==> src/rtl/shl_pkg.sv <==
// Shared types and constants for the pipelined left shifter/rotator.
package shl_pkg;

  localparam int DEF_WIDTH = 64;
  localparam int DEF_TAG_W = 4;
  localparam int DEF_SHW   = $clog2(DEF_WIDTH);

  // Shift flavour carried with each operand.
  typedef enum logic {
    SHL_LOGIC  = 1'b0,
    SHL_ROTATE = 1'b1
  } shift_op_e;

  // Contents of one pipeline stage at the default width. Other widths
  // carry the same fields as separate signals inside the module.
  typedef struct packed {
    logic [DEF_WIDTH-1:0] data;
    logic [DEF_SHW-1:0]   shamt;
    shift_op_e            op;
    logic                 carry;
    logic [DEF_TAG_W-1:0] tag;
  } stage_t;

  // Stage k (0-based) keeps only the shift-amount bits still to be
  // consumed downstream, SHW-1-k of them. These triangular slices are
  // packed back to back in one vector. This returns the bit offset of
  // stage k's slice.
  function automatic int rem_offset(input int shw, input int k);
    return k * (shw - 1) - (k * (k - 1)) / 2;
  endfunction

endpackage

==> src/rtl/shl_pipe_stage.sv <==
// One registered stage of the left shifter. It conditionally shifts or
// rotates by a fixed power-of-two amount and tracks the bit pushed past
// the MSB.
module shl_pipe_stage
  import shl_pkg::*;
#(
  parameter int WIDTH = DEF_WIDTH,
  parameter int TAG_W = DEF_TAG_W,
  parameter int SHAMT = 1
) (
  input  logic             clk,
  input  logic             rst_n,
  input  logic             load,
  input  logic             shift_en,
  input  logic             up_valid,
  input  logic [WIDTH-1:0] up_data,
  input  shift_op_e        up_op,
  input  logic             up_carry,
  input  logic [TAG_W-1:0] up_tag,
  output logic             valid_reg,
  output logic [WIDTH-1:0] data_reg,
  output logic             carry_reg,
  output logic [TAG_W-1:0] tag_reg
);

  logic [WIDTH-1:0] data_next;
  logic             carry_next;

  // Shift or rotate by SHAMT when this stage's amount bit is set.
  // Otherwise pass data and carry through untouched.
  always_comb begin
    data_next  = up_data;
    carry_next = up_carry;
    if (shift_en) begin
      // The carry is the last bit to cross the MSB, taken from the
      // stage input. It is the same for both ops.
      carry_next = up_data[WIDTH-SHAMT];
      if (up_op == SHL_ROTATE) begin
        data_next = {up_data[WIDTH-1-SHAMT:0], up_data[WIDTH-1:WIDTH-SHAMT]};
      end else begin
        data_next = {up_data[WIDTH-1-SHAMT:0], {SHAMT{1'b0}}};
      end
    end
  end

  // Stage register. It loads whenever downstream can make room. A
  // bubble upstream loads a cleared valid.
  always_ff @(posedge clk or negedge rst_n) begin
    if (!rst_n) begin
      valid_reg <= 1'b0;
      data_reg  <= '0;
      carry_reg <= 1'b0;
      tag_reg   <= '0;
    end else if (load) begin
      valid_reg <= up_valid;
      data_reg  <= data_next;
      carry_reg <= carry_next;
      tag_reg   <= up_tag;
    end
  end

endmodule

==> src/rtl/shl_pipe.sv <==
// Pipelined, back-pressured left shifter/rotator. It uses one registered
// stage per shift-amount bit, from the MSB first. Results return in
// issue order with carry-out and tag.
module shl_pipe
  import shl_pkg::*;
#(
  parameter  int WIDTH = DEF_WIDTH,
  parameter  int TAG_W = DEF_TAG_W,
  localparam int SHW   = $clog2(WIDTH)
) (
  input  logic             clk,
  input  logic             rst_n,
  input  logic             in_valid,
  output logic             in_ready,
  input  logic [WIDTH-1:0] in_data,
  input  logic [SHW-1:0]   in_shamt,
  input  shift_op_e        in_op,
  input  logic [TAG_W-1:0] in_tag,
  output logic             out_valid,
  input  logic             out_ready,
  output logic [WIDTH-1:0] out_data,
  output logic             out_carry,
  output logic [TAG_W-1:0] out_tag
);

  // Total width of the leftover shift-amount slices and of the op
  // bits. The last stage needs neither, so both sets are one stage
  // short.
  localparam int REM_TOT = SHW * (SHW - 1) / 2;
  localparam int REM_W   = (REM_TOT > 0) ? REM_TOT : 1;
  localparam int OP_W    = (SHW > 1) ? SHW - 1 : 1;

  // Outputs of each datapath stage, indexed 0..SHW-1 from the input side.
  logic [SHW-1:0]   valid_q;
  logic [WIDTH-1:0] data_q [SHW];
  logic [SHW-1:0]   carry_q;
  logic [TAG_W-1:0] tag_q  [SHW];

  // Control still travelling with each operand (stages 0..SHW-2 only).
  logic [REM_W-1:0] rem_flat;
  logic [OP_W-1:0]  op_flat;

  // accept_vec[k] means stage k may load this cycle.
  // accept_vec[SHW] is the consumer.
  logic [SHW:0] accept_vec;

  // Stall chain: a stage can load if it is empty or its occupant moves
  // on. The chain is evaluated from the output back to the input in one
  // pass.
  always_comb begin
    accept_vec      = '0;
    accept_vec[SHW] = out_ready;
    for (int k = SHW - 1; k >= 0; k--) begin
      accept_vec[k] = !valid_q[k] | accept_vec[k + 1];
    end
  end

  assign in_ready  = accept_vec[0];
  assign out_valid = valid_q[SHW-1];
  assign out_data  = data_q[SHW-1];
  assign out_carry = carry_q[SHW-1];
  assign out_tag   = tag_q[SHW-1];

  for (genvar gi = 0; gi < SHW; gi++) begin : g_stage
    // Shift-amount bit consumed here. The first stage takes the MSB
    // and shifts by WIDTH/2.
    localparam int BIT = SHW - 1 - gi;

    logic             up_valid;
    logic [WIDTH-1:0] up_data;
    logic             up_carry;
    logic [TAG_W-1:0] up_tag;
    shift_op_e        up_op;
    logic [BIT:0]     up_shamt;

    if (gi == 0) begin : g_head
      assign up_valid = in_valid;
      assign up_data  = in_data;
      assign up_carry = 1'b0;
      assign up_tag   = in_tag;
      assign up_op    = in_op;
      assign up_shamt = in_shamt;
    end else begin : g_body
      localparam int UP_OFF = rem_offset(SHW, gi - 1);
      assign up_valid = valid_q[gi-1];
      assign up_data  = data_q[gi-1];
      assign up_carry = carry_q[gi-1];
      assign up_tag   = tag_q[gi-1];
      assign up_op    = shift_op_e'(op_flat[gi-1]);
      assign up_shamt = rem_flat[UP_OFF +: BIT+1];
    end

    shl_pipe_stage #(
      .WIDTH (WIDTH),
      .TAG_W (TAG_W),
      .SHAMT (1 << BIT)
    ) u_stage (
      .clk       (clk),
      .rst_n     (rst_n),
      .load      (accept_vec[gi]),
      .shift_en  (up_shamt[BIT]),
      .up_valid  (up_valid),
      .up_data   (up_data),
      .up_op     (up_op),
      .up_carry  (up_carry),
      .up_tag    (up_tag),
      .valid_reg (valid_q[gi]),
      .data_reg  (data_q[gi]),
      .carry_reg (carry_q[gi]),
      .tag_reg   (tag_q[gi])
    );

    if (gi < SHW - 1) begin : g_ctl
      localparam int OFF = rem_offset(SHW, gi);

      logic [BIT-1:0] rem_reg;
      shift_op_e      op_reg;

      // Op and the unconsumed low amount bits move in lockstep with
      // the datapath stage, under the same load enable.
      always_ff @(posedge clk or negedge rst_n) begin
        if (!rst_n) begin
          rem_reg <= '0;
          op_reg  <= SHL_LOGIC;
        end else if (accept_vec[gi]) begin
          rem_reg <= up_shamt[BIT-1:0];
          op_reg  <= up_op;
        end
      end

      assign rem_flat[OFF +: BIT] = rem_reg;
      assign op_flat[gi]          = op_reg;
    end
  end

endmodule

==> config.mk <==
export PLATFORM = sky130hd
export DESIGN_NAME = shl_pipe
export DESIGN_NICKNAME = d
export VERILOG_FILES = /design/src/rtl/shl_pkg.sv /design/src/rtl/shl_pipe_stage.sv /design/src/rtl/shl_pipe.sv
export SDC_FILE = /design/constraint.sdc
export NUM_CORES = 1
export LEC_CHECK = 0
export ABC_AREA = 1
export BUFFER_PORTS_ARGS = -buffer_cell sky130_fd_sc_hd__buf_2
export CAP_MARGIN = 20
export CORE_MARGIN = 4
export CORE_UTILIZATION = 40
export DETAILED_ROUTE_END_ITERATION = 7
export PLACE_DENSITY = 0.56
export SLEW_MARGIN = 5
export SYNTH_ARGS = -nofsm -noshare
export SYNTH_HDL_FRONTEND = slang
export SYNTH_SLANG_ARGS = --single-unit
export TNS_END_PERCENT = 50
==> constraint.sdc <==
create_clock -name clk -period 1.7 [get_ports clk]
set_clock_uncertainty 0.1 [all_clocks]
set_input_delay 0.085 -clock clk [delete_from_list [all_inputs] [get_ports clk]]
set_output_delay 0.085 -clock clk [all_outputs]
set_load 0.05 [all_outputs]
Yosys cells after proc, flatten, opt, wreduce, memory -nomap -nowiden:

Index checks and enable logic that the tools add are counted.

* register bits: 440
* input bits: 79
* output and inout port bits: 71
* logic and storage cells: 64

* multiplexer cells: 18
* bitwise gates (word level): 6
* reductions and logical operators: 6

Operators with widths (number)
* $mux 64: 6
* $mux 32: 1
* $mux 16: 1
* $mux 8: 1
* $mux 1: 7
* $logic_not 1->1: 6
* $or 1x1->1: 6
* $mux 4: 1
* $mux 2: 1

Logic depth before layout (Yosys ltp):

* word-level depth: 7
* depth in mapped cells: 8
* mapped depth without buffers: 6

Modules after synthesis:

A second synthesis with hierarchy kept.

* cells, all modules: 3192
* area, all modules: 22346.4 um^2

Modules (own cells, without submodules)
* shl_pipe_stage (g_stage[0].u_stage): times used 1, cells an instance 541, area each 3694.8 um^2, seq. area each 1751.7 um^2
* shl_pipe_stage (g_stage[1].u_stage): times used 1, cells an instance 524, area each 3604.7 um^2, seq. area each 1751.7 um^2
* shl_pipe_stage (g_stage[2].u_stage): times used 1, cells an instance 515, area each 3559.7 um^2, seq. area each 1751.7 um^2
* shl_pipe_stage (g_stage[3].u_stage): times used 1, cells an instance 510, area each 3559.7 um^2, seq. area each 1751.7 um^2
* shl_pipe_stage (g_stage[5].u_stage): times used 1, cells an instance 507, area each 3548.4 um^2, seq. area each 1751.7 um^2
* shl_pipe_stage (g_stage[4].u_stage): times used 1, cells an instance 508, area each 3533.4 um^2, seq. area each 1751.7 um^2
* shl_pipe: times used 1, cells an instance 87, area each 845.8 um^2, seq. area each 500.5 um^2

Worst setup path before layout:

OpenSTA, ideal clock, no wires.

* path kind: reg-to-reg
* start point: register g_stage[5].u_stage.valid_reg
* end point: register g_stage[0].u_stage.data_reg[38]
* library setup time: 0.121 ns
* data arrival time: 1.847 ns
* required time: 1.479 ns
* setup slack: -0.368 ns
* cell stages (with the launch flop): 7
* path buffers: 1
* clock period less this slack: 2.068 ns
* cells stage by stage: dfrtp_1 -> nand3_2 -> nor2_4 -> nand4_2 -> clkbuf_1 -> nand2_1 -> nand2_1

* word-level cells in the longest chain between the ends: 7

Ends and longest elaborated chain
* start: declaration: RTL line shl_pipe_stage.sv:20 `output logic valid_reg,`
* start signal: assignment: RTL line shl_pipe_stage.sv:55 `valid_reg <= up_valid;`
* $logic_not 1->1: RTL line shl_pipe.sv:54 `accept_vec[k] = !valid_q[k] | accept_vec[k + 1];`
* $or 1x1->1 (6 in a row): RTL line shl_pipe.sv:54
* via in_ready: RTL line shl_pipe.sv:14 `output logic in_ready,`
* end signal: assignment: RTL line shl_pipe_stage.sv:56 `data_reg <= data_next;`
* end: declaration: RTL line shl_pipe_stage.sv:21 `output logic [WIDTH-1:0] data_reg,`

The timed path passes the listed nets, and every way through them passes these cells.
A chain may end at the register's enable or synchronous reset.

Worst setup path after layout:

* start point: register g_stage[4].u_stage.valid_reg
* end point: output port in_ready

* word-level cells in the longest chain between the ends: 6

Ends and longest elaborated chain (RTL line)
* start: declaration: shl_pipe_stage.sv:20
* start signal: assignment: shl_pipe_stage.sv:55
* $logic_not 1->1: shl_pipe.sv:54
* $or 1x1->1 (5 in a row): shl_pipe.sv:54
* end: declaration: shl_pipe.sv:14

Every way passes these cells.

==> impl_metrics.json <==
{
  "status": "finished clean",
  "cp-start-kind": "flip-flop",
  "timing.final.max_slew_violations": 0,
  "drc_errors": 0,
  "clk_path_buf_depth": 3,
  "crit_buf_inv": 1,
  "grt_max_degree": 109,
  "synthDominantCellAreaShare_pct": 53.0,
  "path_cells": "nand3_4 -> nor2_4 -> nand4_4 -> buf_8",
  "mappedNetlistArea_sq_um": 20800,
  "ios": 150,
  "wl_per_cell_um": 15.9,
  "insertion_delay_ns": 0.57,
  "post_drt_via_cell_ratio": 5.03,
  "portBuffers": 149,
  "synth_seq_cells": 440,
  "cts_sinks": 440,
  "hold_start": "out_ready",
  "drtIter0Drc": 1493,
  "setup_tns_ns": 0,
  "timing.rr.end": "g_stage[1].u_stage.data_reg[18]",
  "whs_endpoint": "g_stage[3].u_stage.data_reg[60]",
  "totalWireLength_um": 55000,
  "hold_path.class": "in2reg",
  "n_fill_cell": 4878,
  "rsz0062_at_grt": "true",
  "antenna_cells": 0,
  "post_dp_cell_area_sq_um": 22600,
  "postSynthCellCount": 2524,
  "clk_pin_slew_worst_paths_ns": 0.06,
  "cp.arrival_ns": 1.51,
  "rrSetupSlack_ns": 0.03,
  "timing.hold.ws_ns": 0.0858,
  "nNetsFinal": 2820,
  "reg2regPathDepth": 7,
  "root_buffer": "clkbuf_16",
  "yosysTopAreaCell": "dfrtp_1",
  "grt_util_all_layers_pct": 19.2,
  "powerDensity_nw_per_um2": 1620,
  "critical_path_required_ns": 1.51,
  "vdd_drop_max_uv": 785,
  "drive_gt1_share_pct": 12.5,
  "placementRows": 83,
  "dieArea_sq_um": 55600,
  "setup.worst_path.class": "reg2out",
  "endpoint_kind": "primary output",
  "core_area_sq_um": 51400,
  "syn2layout_area_growth_pct": 23.8,
  "hold_path_depth": 7,
  "crit_path_top_delay_cell": "dfrtp_2",
  "grt_pass1_wl_um": 89600,
  "grt.overflow.total": 0,
  "seq_area_frac_synth_pct": 53.0,
  "tightestPinTransition_ns": 0.603,
  "timing.rr.start": "g_stage[4].u_stage.valid_reg",
  "hold_viol": 0,
  "fmax_mhz": 590,
  "maxCapViolCount": 0,
  "yosys_warnings": 0,
  "numCtsBuffers": 48,
  "p_leak_nw": 12.3,
  "htree_levels": 2,
  "synthTopCellsByArea": "dfrtp_1, nand2_1, inv_1, o211ai_1, o21ai_0",
  "dr.pass1.iters": 8,
  "largest_register_ffs": 384,
  "gp_congestion": 0.839,
  "period_share_pct": 99.6,
  "vias": 17408,
  "cpPeakStageDelay_ns": 0.38,
  "cp_max_fo": 2,
  "die_h_um": 236,
  "ant_nets": 0,
  "syn_nets": 2603,
  "initial_utilization_pct": 40.4,
  "cts_tree": "built",
  "synth.distinct_cells": 22,
  "die_w_um": 236,
  "postLayoutCellArea_sq_um": 25700,
  "antenna_found_initial": 0,
  "min_period_ns": 1.69,
  "dp_hpwl_um": 37900,
  "finalSetupViolations": 0,
  "slew_headroom_pct": 59.4,
  "cp_top_family": "flip-flops",
  "grt_pass1_vias": 16737,
  "avgSynthCellArea_sq_um": 8.23
}
## cells in the mapped netlist
cell type	number
nand2_1	654
dfrtp_1	440
inv_1	389
o21ai_0	274
o211ai_1	185
clkbuf_1	138
o21ai_1	135
nand4_1	75
o21a_1	63
o22ai_1	57
buf_2	41
nor2_1	20
a21oi_1	19
buf_1	14
nand3_1	8
mux2_2	4
nand4_2	2
nor2_4	2
a31oi_1	1
inv_2	1
nand3_2	1
or2_2	1
## worst reg2reg max path: stages, from the launching register on
cell	delay, ns
dfrtp_2	0.38
buf_4	0.13
nand4_4	0.12
nor2_4	0.22
nand2_4	0.14
buf_12	0.21
buf_4	0.17
o21ai_1	0.11
## area by class of cell
type	count	area, sq um	area share (%)
sequential	440	11000	42.9
multi-input combinational	1501	7580	29.5
timing repair buffer	360	3160	12.3
inverter	390	1470	5.70
clock buffer	73	1440	5.59
tap	680	851	3.31
clock inverter	17	201	0.783
## cells in the final DEF, fill, tap and decap left out, types with 3 or more instances in the layout
cell type      count
nand2_1          650
mux2_2             4
dlygate4sd3_1    116
nand3_1            8
o21ai_1          134
o21ai_0          273
a21oi_1           19
o21a_1            63
buf_4             56
clkbuf_16         56
o22ai_1           57
buf_12            19
buf_2            146
nor2_1            20
clkinv_2          10
buf_16             7
nand4_1           75
buf_6              8
clkbuf_8          10
bufinv_16          4
clkbuf_1          13
o211ai_1         185
dfrtp_1          431
inv_1            388
dfrtp_2            6
dfrtp_4            3
## routing by layer
metal / track usage [%] / vias up / wire, um
li1: - / 8713 / -
met1: 29.2 / 8220 / 27400
met2: 28.4 / 396 / 23900
met3: 2.93 / 79 / 2390
met4: 5.62 / 0 / 1300
met5: 0 / - / 0
## worst max path at each step
stage | from | end | slack (ns) | cells past startpoint
after floorplan | g_stage[5].u_stage.valid_reg | g_stage[0].u_stage.data_reg[10] | -0.004 | 7
after global placement | g_stage[4].u_stage.valid_reg | g_stage[3].u_stage.data_reg[30] | 0.04 | 5
after detailed placement | g_stage[4].u_stage.valid_reg | g_stage[2].u_stage.data_reg[27] | 0.02 | 6
after CTS | g_stage[5].u_stage.valid_reg | in_ready | -0.08 | 4
final | g_stage[4].u_stage.valid_reg | in_ready | 0.006 | 4
after global routing | g_stage[4].u_stage.valid_reg | in_ready | -0.06 | 4
## stage by stage
step / utilization (%) / std cells / total power (W) / setup WS (ns)
finish: 50.0 / 3461 / 0.0417 / 0.00610
global route: 50.0 / 3461 / 0.0447 / -0.0602
CTS: 49.6 / 3454 / 0.0419 / -0.0835
detailed placement: 44.0 / 3242 / 0.0308 / 0.0176
global placement: 44.0 / 3242 / 0.0305 / 0.0447
floorplan: - / 2524 / 0.0262 / -0.00413
## where the power goes
part / internal [W] / switching (W) / total (W)
clock network: 0.00644 / 0.00420 / 0.0106
registers: 0.0141 / 0.00208 / 0.0162
logic: 0.00490 / 0.0100 / 0.0149
total: 0.0254 / 0.0163 / 0.0417
## timing repair
item,4_1_cts,5_1_grt
hold buffers,117,1
cloned,0,7
hold endpoints to repair,518,1
resized for setup,8,19
buffers inserted,5,2
endpoints found under the setup margin,1,194
pin swaps,5,5
## cell families after synthesis
group                  share of synthesized area [%]
AOI/OAI and AO/OA                               21.0
buffers and inverters                           10.8
DFF                                             53.0
muxes                                          0.217
and+or+nand+nor                                 14.9
(Power assumes the default switching activity.)
